===== src/rtl/period_meter.sv =====
// Measures period and high time of a slow asynchronous input in system-clock cycles,
// with a one-cycle valid strobe per measured input cycle and a loss-of-signal timeout.
module period_meter #(
  parameter int COUNT_WIDTH    = 32,
  parameter int TIMEOUT_CYCLES = 400000000,
  parameter int SYNC_STAGES    = 2
) (
  input  logic                   clock,
  input  logic                   reset_n,
  input  logic                   signal_in,
  output logic [COUNT_WIDTH-1:0] period,
  output logic [COUNT_WIDTH-1:0] high_time,
  output logic                   period_valid,
  output logic                   timeout
);

  localparam logic [COUNT_WIDTH-1:0] TIMEOUT_VAL = COUNT_WIDTH'(TIMEOUT_CYCLES);
  localparam logic [COUNT_WIDTH-1:0] CNT_ONE     = COUNT_WIDTH'(1);

  typedef enum logic [0:0] {
    IDLE    = 1'b0,
    MEASURE = 1'b1
  } state_t;

  state_t                 state;
  logic [SYNC_STAGES-1:0] sync_ff;
  logic                   sync_d;
  logic [COUNT_WIDTH-1:0] cnt;
  logic [COUNT_WIDTH-1:0] high_cap;
  logic                   sync;
  logic                   rise;
  logic                   fall;

  assign sync = sync_ff[SYNC_STAGES-1];
  assign rise = sync & ~sync_d;
  assign fall = ~sync & sync_d;

  // NOTE: sequential state is written with non-blocking assignments so every
  // flop samples the pre-edge value of its neighbours, which is what makes the
  // shift chain below a chain rather than a single flop.
  always_ff @(posedge clock or negedge reset_n) begin
    if (!reset_n) begin
      sync_ff <= '0;
      sync_d  <= 1'b0;
    end else begin
      sync_ff <= {sync_ff[SYNC_STAGES-2:0], signal_in};
      sync_d  <= sync;
    end
  end

  // Cycles since the last detected rise; parks at the timeout value.
  always_ff @(posedge clock or negedge reset_n) begin
    if (!reset_n) begin
      cnt <= '0;
    end else if (rise) begin
      cnt <= CNT_ONE;
    end else if (cnt != TIMEOUT_VAL) begin
      cnt <= cnt + CNT_ONE;
    end
  end

  always_ff @(posedge clock or negedge reset_n) begin
    if (!reset_n) begin
      state        <= IDLE;
      high_cap     <= '0;
      period       <= '0;
      high_time    <= '0;
      period_valid <= 1'b0;
      timeout      <= 1'b0;
    end else begin
      // NOTE: default-assign the strobe first so every path leaves it defined;
      // only the measuring branch raises it, giving a single-cycle pulse.
      period_valid <= 1'b0;
      case (state)
        IDLE: begin
          // The first rise only arms: there is no earlier edge to measure from.
          if (rise) begin
            state   <= MEASURE;
            timeout <= 1'b0;
          end
        end
        MEASURE: begin
          if (rise) begin
            period       <= cnt;
            high_time    <= high_cap;
            period_valid <= 1'b1;
          end else if (cnt == TIMEOUT_VAL) begin
            state     <= IDLE;
            timeout   <= 1'b1;
            period    <= '0;
            high_time <= '0;
          end else if (fall) begin
            high_cap <= cnt;
          end
        end
        default: state <= IDLE;
      endcase
    end
  end

endmodule


===== config.mk =====
export PLATFORM = sky130hd
export DESIGN_NAME = period_meter
export DESIGN_NICKNAME = d
export VERILOG_FILES = /design/src/rtl/period_meter.sv
export SDC_FILE = /design/constraint.sdc
export NUM_CORES = 1
export LEC_CHECK = 0
export ABC_AREA = 1
export CORE_MARGIN = 2
export CORE_UTILIZATION = 58
export CTS_BUF_LIST = sky130_fd_sc_hd__clkbuf_8
export CTS_CLUSTER_SIZE = 10
export DETAILED_ROUTE_END_ITERATION = 6
export PLACE_DENSITY = 0.85
export SYNTH_ARGS = -nofsm -noshare
export SYNTH_HDL_FRONTEND = slang
export SYNTH_SLANG_ARGS = --single-unit

===== constraint.sdc =====
create_clock -name clock -period 1.75 [get_ports clock]
set_input_delay 0.35 -clock clock [delete_from_list [all_inputs] [get_ports clock]]
set_output_delay 0.35 -clock clock [all_outputs]
set_load 0.005 [all_outputs]

==> impl_table.tex, run 1 <==
\begin{tabular}{lr}
\hline
Metric & Value \\
\hline
\multicolumn{2}{l}{\textbf{Drt}} \\
\quad Wire per inst & 18.7 um \\
\quad Total length of routed wires & between 15000 and 20000 um \\
\quad Residual DRC & 0 \\
\quad Initial detailed-routing violation count & 574 \\
\quad Vias after detailed routing & 5786 \\
\quad Vias per cell & 5.65 \\
\quad Total iterations of the first detailed-routing run & 6 \\
\quad Final ANT Viol Nets & 0 \\
\multicolumn{2}{l}{\textbf{Flow run}} \\
\quad Count of max-cap constraint violations & 0 \\
\multicolumn{2}{l}{\textbf{Timing}} \\
\quad Actual slew at the worst max-slew pin & slightly above 500 ps \\
\quad Final worst setup slack & -91.9 ps \\
\quad Min Tclk post-route & 1840 ps \\
\quad Unrepaired setup endpoints after global routing & yes \\
\quad Post-route clock skew & between 20 and 25 ps \\
\quad Max Slew Vio Count & 0 \\
\quad Slew headroom & roughly 66\% \\
\quad Final cycle utilization of the critical path & 105\% \\
\quad Hold Slack & roughly 340 ps \\
\quad Maximum clock frequency & 0.543 GHz \\
\quad Setup violators final & 54 \\
\quad Final hold violation count & 0 \\
\multicolumn{2}{l}{\textbf{Pwr}} \\
\quad Switching Fraction & $\sim$27\% \\
\quad Sequential group share of total power & 47.6\% \\
\quad Share of total power in the clock network & 40.1\% \\
\quad Cell Int Power & 5.28 mW \\
\quad Post-layout power & 7.25 mW \\
\quad Lkg Pwr & 4.32 nW \\
\quad Power dissipated by switching net loads & 1.97 mW \\
\quad Combinational cell fraction of total power & 12.4\% \\
\quad Maximum vdd ir drop & 531 uV \\
\quad Power density cells & roughly 900 mW/mm\^{}2 \\
\multicolumn{2}{l}{\textbf{Critical path}} \\
\quad Maximum fanout along the worst path & 11 \\
\quad WS Path Type & reg2reg \\
\quad Arrival time reported for the critical path endpoint & 2190 ps \\
\quad Start point of the critical path & cnt[1] \\
\quad Kind of end point of the critical path & register \\
\quad Startpoint types & register \\
\quad Origin of the critical flop-to-flop path & cnt[1] \\
\quad Required time at the endpoint of the critical path & 2090 ps \\
\multicolumn{2}{l}{\textbf{Finish}} \\
\quad Final net count & 880 \\
\quad Final design area excluding fillers & roughly 0.008 mm\^{}2 \\
\quad Area growth syn-to-layout & 35.3\% \\
\quad Share of final-layout standard cells stronger than drive strength 1 & approximately 20\% \\
\quad Core occupancy in the finished layout & around 80\% \\
\quad Antenna diode instance count & 0 \\
\quad Filler Cell Count & 654 \\
\multicolumn{2}{l}{\textbf{Clocking}} \\
\quad Inserted Clock Buffers & 17 \\
\quad Cell at the root of the clock tree & sky130\_fd\_sc\_hd\_\_clkbuf\_8 \\
\quad Insertion delay to the later sink of the worst-skew pair & 460 ps \\
\quad Number of H-tree levels & 4 \\
\quad Number of clock sinks & 134 \\
\quad CTS tree & yes \\
\quad Clock transition at the registers of the reported paths & 90 ps \\
\quad Maximum count of clock buffers along a single path & 2 \\
\multicolumn{2}{l}{\textbf{Global routing}} \\
\quad Aggregate global routing overflow & 0 \\
\quad Antenna violations before repair & 0 \\
\quad All-layer global routing usage & 29.1\% \\
\quad First-pass GRT wire length & 25000 um \\
\quad Largest net degree at the start of global routing & 50 \\
\quad Number of global-route vias before repair & just over 5000 \\
\multicolumn{2}{l}{\textbf{Worst hold path}} \\
\quad Type of the worst min-delay path & in2reg \\
\quad Start point of the worst hold path & signal\_in \\
\multicolumn{2}{l}{\textbf{Floorplan}} \\
\quad Overall die area & 0.0111 mm\^{}2 \\
\quad Number of cell rows & 37 \\
\quad DIE HEIGHT & roughly 110 um \\
\quad I/O pin cnt & $\sim$70 \\
\quad Chip Width & 106 um \\
\quad Starting density of the core & 58.7\% \\
\quad Core Region & around 0.010 mm\^{}2 \\
\multicolumn{2}{l}{\textbf{Placement}} \\
\quad HPWL after detailed placement & 10700 um \\
\quad Placed Instance Area & 0.00709 mm\^{}2 \\
\quad Weighted congestion at the end of routability-driven global placement & 0.933 \\
\quad Number of buffer cells added on primary ports & 68 \\
\multicolumn{2}{l}{\textbf{Yosys}} \\
\quad Yosys cell types & 23 \\
\quad Main flop type after synthesis & sky130\_fd\_sc\_hd\_\_dfrtp\_1 \\
\quad Flip-flop and latch count after synthesis & 134 \\
\quad Number of nets produced by synthesis & 760 \\
\quad Yosys Warn Count & 0 \\
\quad Synth Instances & $\sim$760 \\
\quad Sequential share of the synthesized area & 56.1\% \\
\quad Number of synthesized flops with an enable pin & 0 \\
\quad Cell area after synthesis & 0.00598 mm\^{}2 \\
\quad Mean instance size in the synthesized netlist & 7.92 um\^{}2 \\
\quad Post-synthesis async set-or-reset flop share & 100\% \\
\multicolumn{2}{l}{\textbf{Run status}} \\
\quad Failing checks & negative setup slack \\
\quad Status & finished, violations left \\
\hline
\end{tabular}
## what timing repair did
| item | CTS | global route |
|---|---|---|
| resized for setup | 4 | 88 |
| endpoints found under the hold margin | 30 | 0 |
| setup endpoints to repair | 4 | 77 |
| pin swaps | 0 | 11 |
| gates cloned | 0 | 10 |
| setup buffers | 1 | 7 |
| hold buffers | 1 | 0 |
## cell usage in the layout, fill, tap and decap left out, types with 8 or more instances in the layout
cell type / n
sky130_fd_sc_hd__dfrtp_1: 128
sky130_fd_sc_hd__nand3_1: 17
sky130_fd_sc_hd__nand2_1: 310
sky130_fd_sc_hd__a21oi_1: 15
sky130_fd_sc_hd__nor3_1: 9
sky130_fd_sc_hd__buf_4: 43
sky130_fd_sc_hd__nand4_1: 34
sky130_fd_sc_hd__clkdlybuf4s50_1: 55
sky130_fd_sc_hd__nand2_4: 13
sky130_fd_sc_hd__inv_2: 11
sky130_fd_sc_hd__inv_1: 38
sky130_fd_sc_hd__buf_12: 8
sky130_fd_sc_hd__o21ai_0: 14
sky130_fd_sc_hd__dlymetal6s2s_1: 12
sky130_fd_sc_hd__nor2_1: 69
sky130_fd_sc_hd__nand2_2: 45
sky130_fd_sc_hd__clkbuf_8: 18
## critical path: stages, from the launching register on
cell	delay (ps)
sky130_fd_sc_hd__dfrtp_2	440
sky130_fd_sc_hd__inv_2	90
sky130_fd_sc_hd__ha_4	130
sky130_fd_sc_hd__nand2_2	40
sky130_fd_sc_hd__nor2_1	100
sky130_fd_sc_hd__nand2_1	100
sky130_fd_sc_hd__nor2_4	140
sky130_fd_sc_hd__nand2_4	80
sky130_fd_sc_hd__nand2_4	120
sky130_fd_sc_hd__nand2_4	110
sky130_fd_sc_hd__buf_6	200
sky130_fd_sc_hd__nand2_1	90
sky130_fd_sc_hd__nand2_1	80
## cell type report
class / instances / area (um^2) / share of cell area, %
clock buffers: 18 / 248 / 3.06
multi-input cells: 544 / 2540 / 31.4
clock inverters: 14 / 199 / 2.46
flip-flops and latches: 134 / 3360 / 41.5
repair buffers: 129 / 1390 / 17.2
well taps: 136 / 170 / 2.10
inverters: 49 / 184 / 2.27
## registers in the layout, indices dropped and copies added (netlist names)
| signal | flops |
|---|---|
| cnt | 32 |
| high_cap | 32 |
| high_time | 32 |
| period | 32 |
| period_valid | 1 |
| state | 1 |
| sync_d | 1 |
| sync_ff | 2 |
| timeout | 1 |
## power by group through the flow
| stage | Sequential (mW) | Combinational, mW | Clock [mW] |
|---|---|---|---|
| finish | 3.45 | 0.897 | 2.91 |
| global placement | 3.46 | 0.664 | 0 |
| floorplan | 3.43 | 0.353 | 0 |
| detailed placement | 3.47 | 0.687 | 0 |
| CTS | 3.41 | 0.698 | 2.89 |
| global route | 3.47 | 0.982 | 3.06 |
## path summary, 6_finish.rpt
path	to	slack (ps)	depth (start not counted)
worst max-delay path	high_time[2]	-90	12
worst min-delay path	sync_ff[0]	340	1
worst max register to register	high_time[2]	-90	12
worst min register to register	sync_ff[1]	350	0
max in group asynchronous	cnt[0]	750	3
min in group asynchronous	high_time[25]	400	2
## through the flow
stage | setup TNS, ps | std cells | setup WS [ps]
final | -1380 | 1024 | -91.9
after global routing | -10980 | 1024 | -197
after CTS | 0 | 1007 | 4.63
after detailed placement | -146 | 973 | -87.7
after global placement | -155 | 973 | -100
after floorplan | 0 | 755 | 136
## synthesized netlist by cell type, types with 2 or more instances
master,n,area share (%)
sky130_fd_sc_hd__dfrtp_1,134,56
sky130_fd_sc_hd__buf_6,6,1.1
sky130_fd_sc_hd__o21ai_0,14,1.2
sky130_fd_sc_hd__nor3_1,9,0.75
sky130_fd_sc_hd__nand2_1,356,22
sky130_fd_sc_hd__o21ai_1,2,0.17
sky130_fd_sc_hd__buf_2,6,0.50
sky130_fd_sc_hd__nor2_2,2,0.21
sky130_fd_sc_hd__ha_1,2,0.42
sky130_fd_sc_hd__clkbuf_1,9,0.56
sky130_fd_sc_hd__inv_2,8,0.50
sky130_fd_sc_hd__nand2_2,10,1.0
sky130_fd_sc_hd__xor2_1,2,0.29
sky130_fd_sc_hd__buf_1,8,0.50
sky130_fd_sc_hd__a21oi_1,15,1.3
sky130_fd_sc_hd__nor2_1,75,4.7
sky130_fd_sc_hd__nand3_1,18,1.5
sky130_fd_sc_hd__nand2_4,2,0.38
sky130_fd_sc_hd__inv_1,40,2.5
sky130_fd_sc_hd__nand4_1,34,3.6
## cells by family (layout without fill, tap and decap cells)
kind of cell / count (synthesis) / in the layout / share of synthesized area (%)
compound gates: 31 / 31 / 2.59
xor+xnor: 2 / 2 / 0.293
fa+ha+maj: 2 / 2 / 0.418
buf+inv: 78 / 210 / 5.77
flops: 134 / 134 / 56.1
simple gates: 508 / 509 / 34.9
## per-layer routing
metal  vias up  routed length, um  global-route usage [%]
met1      2783               7360                    40.2
met5         -                  0                       0
met3        64               1460                    6.56
met4         0                820                    8.93
li1       2602                  -                       -
met2       337               9470                    46.4
Note: power is estimated with default switching activity, not from simulation.
==> run 2: changes to the inputs <==
--- a/config.mk
+++ b/config.mk
@@ -6,6 +6,7 @@
 export NUM_CORES = 1
 export LEC_CHECK = 0
 export ABC_AREA = 1
+export CORE_ASPECT_RATIO = 1.5
 export CORE_MARGIN = 2
 export CORE_UTILIZATION = 58
 export CTS_BUF_LIST = sky130_fd_sc_hd__clkbuf_8
==> run 2 against run 1 <==
- the flow still finishes with violations (negative setup slack)
- clock skew down 5.0 ps
- flip-flop and latch count stayed put
- design area is 2.8% lower
- combinational power down 4.8%
- wire length down 11%
- worst hold slack got worse by 7.5 ps
- final cell count shrank 1.4%
- global-route usage increased by 1.2 points
- total power is 1.5% lower
- register-to-register slack gained 80 ps
- sequential power is essentially flat
==> impl_table.tex, run 2 (synthesis results as in run 1) <==
\begin{tabular}{lr}
\hline
Metric & Value \\
\hline
\multicolumn{2}{l}{\textbf{Critical path}} \\
\quad Arrival time reported for the critical path endpoint & 2170 ps (-20 ps) \\
\quad Required time at the endpoint of the critical path & 2160 ps (+70 ps) \\
\quad Critical path destination & high\_cap[15] \\
\quad Startpoint types & register \\
\quad WS Path Type & reg2reg \\
\quad FF-to-FF End & high\_cap[15] \\
\quad Maximum fanout along the worst path & 9 (-2) \\
\quad Kind of end point of the critical path & register \\
\quad Number of cells on the worst reg-to-reg path & 11 (-1) \\
\quad Start point of the critical path & cnt[6] \\
\quad Register-to-register path setup slack & -7 ps (+80 ps) \\
\quad Origin of the critical flop-to-flop path & cnt[6] \\
\multicolumn{2}{l}{\textbf{Global routing}} \\
\quad Antenna violations before repair & 0 (unchanged) \\
\quad Aggregate global routing overflow & 0 (unchanged) \\
\quad Largest net degree at the start of global routing & 55 (+10\%) \\
\quad First-pass GRT wire length & 25700 um (+3.0\%) \\
\quad Number of global-route vias before repair & 5273 (+3.7\%) \\
\quad All-layer global routing usage & 30.3\% (+1.2 points) \\
\multicolumn{2}{l}{\textbf{Clocking}} \\
\quad Cell at the root of the clock tree & sky130\_fd\_sc\_hd\_\_clkbuf\_8 \\
\quad Number of clock sinks & 134 (unchanged) \\
\quad Maximum count of clock buffers along a single path & 2 (unchanged) \\
\quad Inserted Clock Buffers & 17 (unchanged) \\
\quad Number of H-tree levels & 4 (unchanged) \\
\quad Insertion delay to the later sink of the worst-skew pair & 470 ps (about the same) \\
\quad Clock transition at the registers of the reported paths & 90 ps (about the same) \\
\quad CTS tree & yes \\
\multicolumn{2}{l}{\textbf{Finish}} \\
\quad Antenna diode instance count & 0 (unchanged) \\
\quad Top library cells by usage in the layout, fill and taps aside & sky130\_fd\_sc\_hd\_\_nand2\_1 (347), sky130\_fd\_sc\_hd\_\_dfrtp\_1 (131), sky130\_fd\_sc\_hd\_\_clkdlybuf4s50\_1 (67) \\
\quad Most common library cell in the layout ignoring fill and taps & sky130\_fd\_sc\_hd\_\_nand2\_1 \\
\quad Area growth syn-to-layout & 31.5\% \\
\quad Final net count & 885 (+0.57\%) \\
\quad Non-Filler Instances & 1010 (-1.4\%) \\
\quad Core occupancy in the finished layout & 78.0\% (-1.4 points) \\
\quad Filler Cell Count & 663 (+1.4\%) \\
\quad Share of final-layout standard cells stronger than drive strength 1 & 16.7\% (-3.7 points) \\
\multicolumn{2}{l}{\textbf{Timing}} \\
\quad Final hold violation count & 0 (unchanged) \\
\quad Max Slew Vio Count & 0 (unchanged) \\
\quad Final cycle utilization of the critical path & 100\% (-4.8 points) \\
\quad Setup violators final & 1 (-98\%) \\
\quad Post-route clock skew & 15.6 ps (-4.96 ps) \\
\quad Unrepaired setup endpoints after global routing & yes \\
\quad Min Tclk post-route & 1760 ps (-84.5 ps) \\
\quad Setup Total Neg Slack & -7.41 ps (+1380 ps) \\
\quad Actual slew at the worst max-slew pin & 463 ps (-40.2 ps) \\
\quad Final worst setup slack & -7.41 ps (+84.5 ps) \\
\quad Slew headroom & 69.1\% (+2.6 points) \\
\quad Maximum clock frequency & 0.569 GHz (+4.8\%) \\
\quad Hold Slack & 337 ps (-7.50 ps) \\
\multicolumn{2}{l}{\textbf{Floorplan}} \\
\quad Starting density of the core & 59.3\% (+0.62 points) \\
\quad Chip Width & 86.9 um (-18\%) \\
\quad I/O pin cnt & 69 (unchanged) \\
\quad Core Region & 0.0101 mm\^{}2 (-1.0\%) \\
\quad Overall die area & 0.0112 mm\^{}2 (+0.15\%) \\
\quad DIE HEIGHT & 128 um (+22\%) \\
\quad Number of cell rows & 45 (+22\%) \\
\multicolumn{2}{l}{\textbf{Drt}} \\
\quad Initial detailed-routing violation count & 477 (-17\%) \\
\quad Final ANT Viol Nets & 0 (unchanged) \\
\quad Wire per inst & 16.8 um (-9.7\%) \\
\quad Total iterations of the first detailed-routing run & 5 (-1) \\
\quad Vias after detailed routing & 5628 (-2.7\%) \\
\quad Vias per cell & 5.57 (-1.4\%) \\
\quad Total length of routed wires & 17000 um (-11\%) \\
\quad Residual DRC & 0 (unchanged) \\
\multicolumn{2}{l}{\textbf{Pwr}} \\
\quad Cell Int Power & 5.15 mW (-2.5\%) \\
\quad Combinational cell fraction of total power & 12.0\% (-0.4 points) \\
\quad Maximum vdd ir drop & 563 uV (+6.1\%) \\
\quad Power dissipated by switching net loads & 2.00 mW (+1.5\%) \\
\quad Sequential group share of total power & 48.0\% (+0.4 points) \\
\quad Lkg Pwr & 4.05 nW (-6.3\%) \\
\quad Switching Fraction & 28.0\% (+0.80 points) \\
\quad Post-layout power & 7.15 mW (-1.5\%) \\
\quad Share of total power in the clock network & 40.1\% (about the same) \\
\quad Power density cells & 909 mW/mm\^{}2 (+1.4\%) \\
\multicolumn{2}{l}{\textbf{Placement}} \\
\quad Weighted congestion at the end of routability-driven global placement & 0.973 (+4.3\%) \\
\quad HPWL after detailed placement & 10600 um (-0.93\%) \\
\quad Number of cells after detailed placement & 958 (-1.5\%) \\
\quad Number of buffer cells added on primary ports & 68 (unchanged) \\
\multicolumn{2}{l}{\textbf{Run status}} \\
\quad Status & finished, violations left \\
\quad Failing checks & negative setup slack \\
\multicolumn{2}{l}{\textbf{Flow run}} \\
\quad Count of max-cap constraint violations & 0 (unchanged) \\
\multicolumn{2}{l}{\textbf{Worst hold path}} \\
\quad Type of the worst min-delay path & in2async \\
\hline
\end{tabular}
-- run 2: changes by cell type in the layout (fill, tap and decap cells not counted), moves of 10 or more --
cell | before | now
sky130_fd_sc_hd__dlymetal6s2s_1 | 12 | 0
sky130_fd_sc_hd__nand2_2 | 45 | 18
sky130_fd_sc_hd__buf_4 | 43 | 53
sky130_fd_sc_hd__nand2_1 | 310 | 347
sky130_fd_sc_hd__nand2_4 | 13 | 2
sky130_fd_sc_hd__clkdlybuf4s50_1 | 55 | 67
-- run 2: layer usage --
layer	vias up	global-route usage [%]	part of all wire, %
met3	53	5.00	5.3
met2	243	49.4	52
li1	2610	-	-
met4	0	16.4	4.0
met1	2722	38.4	39
met5	-	0	0
-- run 2: how the worst min path moves through the flow --
stage               depth (start not counted)       from    endpoint
floorplan                                   0    reset_n      cnt[0]
global placement                            1    reset_n  period[13]
detailed placement                          1    reset_n  period[13]
CTS                                         1  signal_in  sync_ff[0]
global route                                1  signal_in  sync_ff[0]
finish                                      2    reset_n  period[13]
-- run 2: power by group through the flow --
stage / logic [mW] / registers, mW / clock network, mW
after CTS: 0.755 / 3.40 / 2.86
after global routing: 0.942 / 3.45 / 3.00
after global placement: 0.658 / 3.46 / 0
after floorplan: 0.353 / 3.43 / 0
after detailed placement: 0.683 / 3.47 / 0
final: 0.854 / 3.43 / 2.86
-- run 2: timing repair --
action	in CTS	in global routing
pin swaps	3	6
gates cloned	2	3
resized for setup	7	32
hold endpoints to repair	22	0
hold buffers	1	0
endpoints found under the setup margin	64	113
setup buffers	4	10
-- run 2: final cells by class --
cell class,count,area (um^2),share of cell area [%]
sequential,134,3360,42.7
multi-input combinational,543,2390,30.3
timing repair buffer,135,1360,17.2
clock buffer,18,248,3.15
clock inverter,14,189,2.40
inverter,49,184,2.34
tap,117,146,1.86
-- run 2: critical path: stages, from the launching register on --
cell	delay [ps]
sky130_fd_sc_hd__dfrtp_1	450
sky130_fd_sc_hd__inv_1	100
sky130_fd_sc_hd__nand2_1	50
sky130_fd_sc_hd__nor2_1	140
sky130_fd_sc_hd__nand2_1	110
sky130_fd_sc_hd__nor2_4	140
sky130_fd_sc_hd__nand2_4	80
sky130_fd_sc_hd__buf_8	150
sky130_fd_sc_hd__nand3_4	120
sky130_fd_sc_hd__clkbuf_16	180
sky130_fd_sc_hd__nand2_1	100
sky130_fd_sc_hd__nand2_1	70
-- run 2: through the flow --
| stage | setup WS (ps) | instance area, um^2 |
|---|---|---|
| 5_1_grt | -101 | 7870 |
| 3_3_place_gp | 35.6 | 7070 |
| 2_1_floorplan | 136 | 5980 |
| 4_1_cts | 6.27 | 7620 |
| 3_5_place_dp | -59.1 | 7070 |
| 6_report | -7.41 | 7870 |
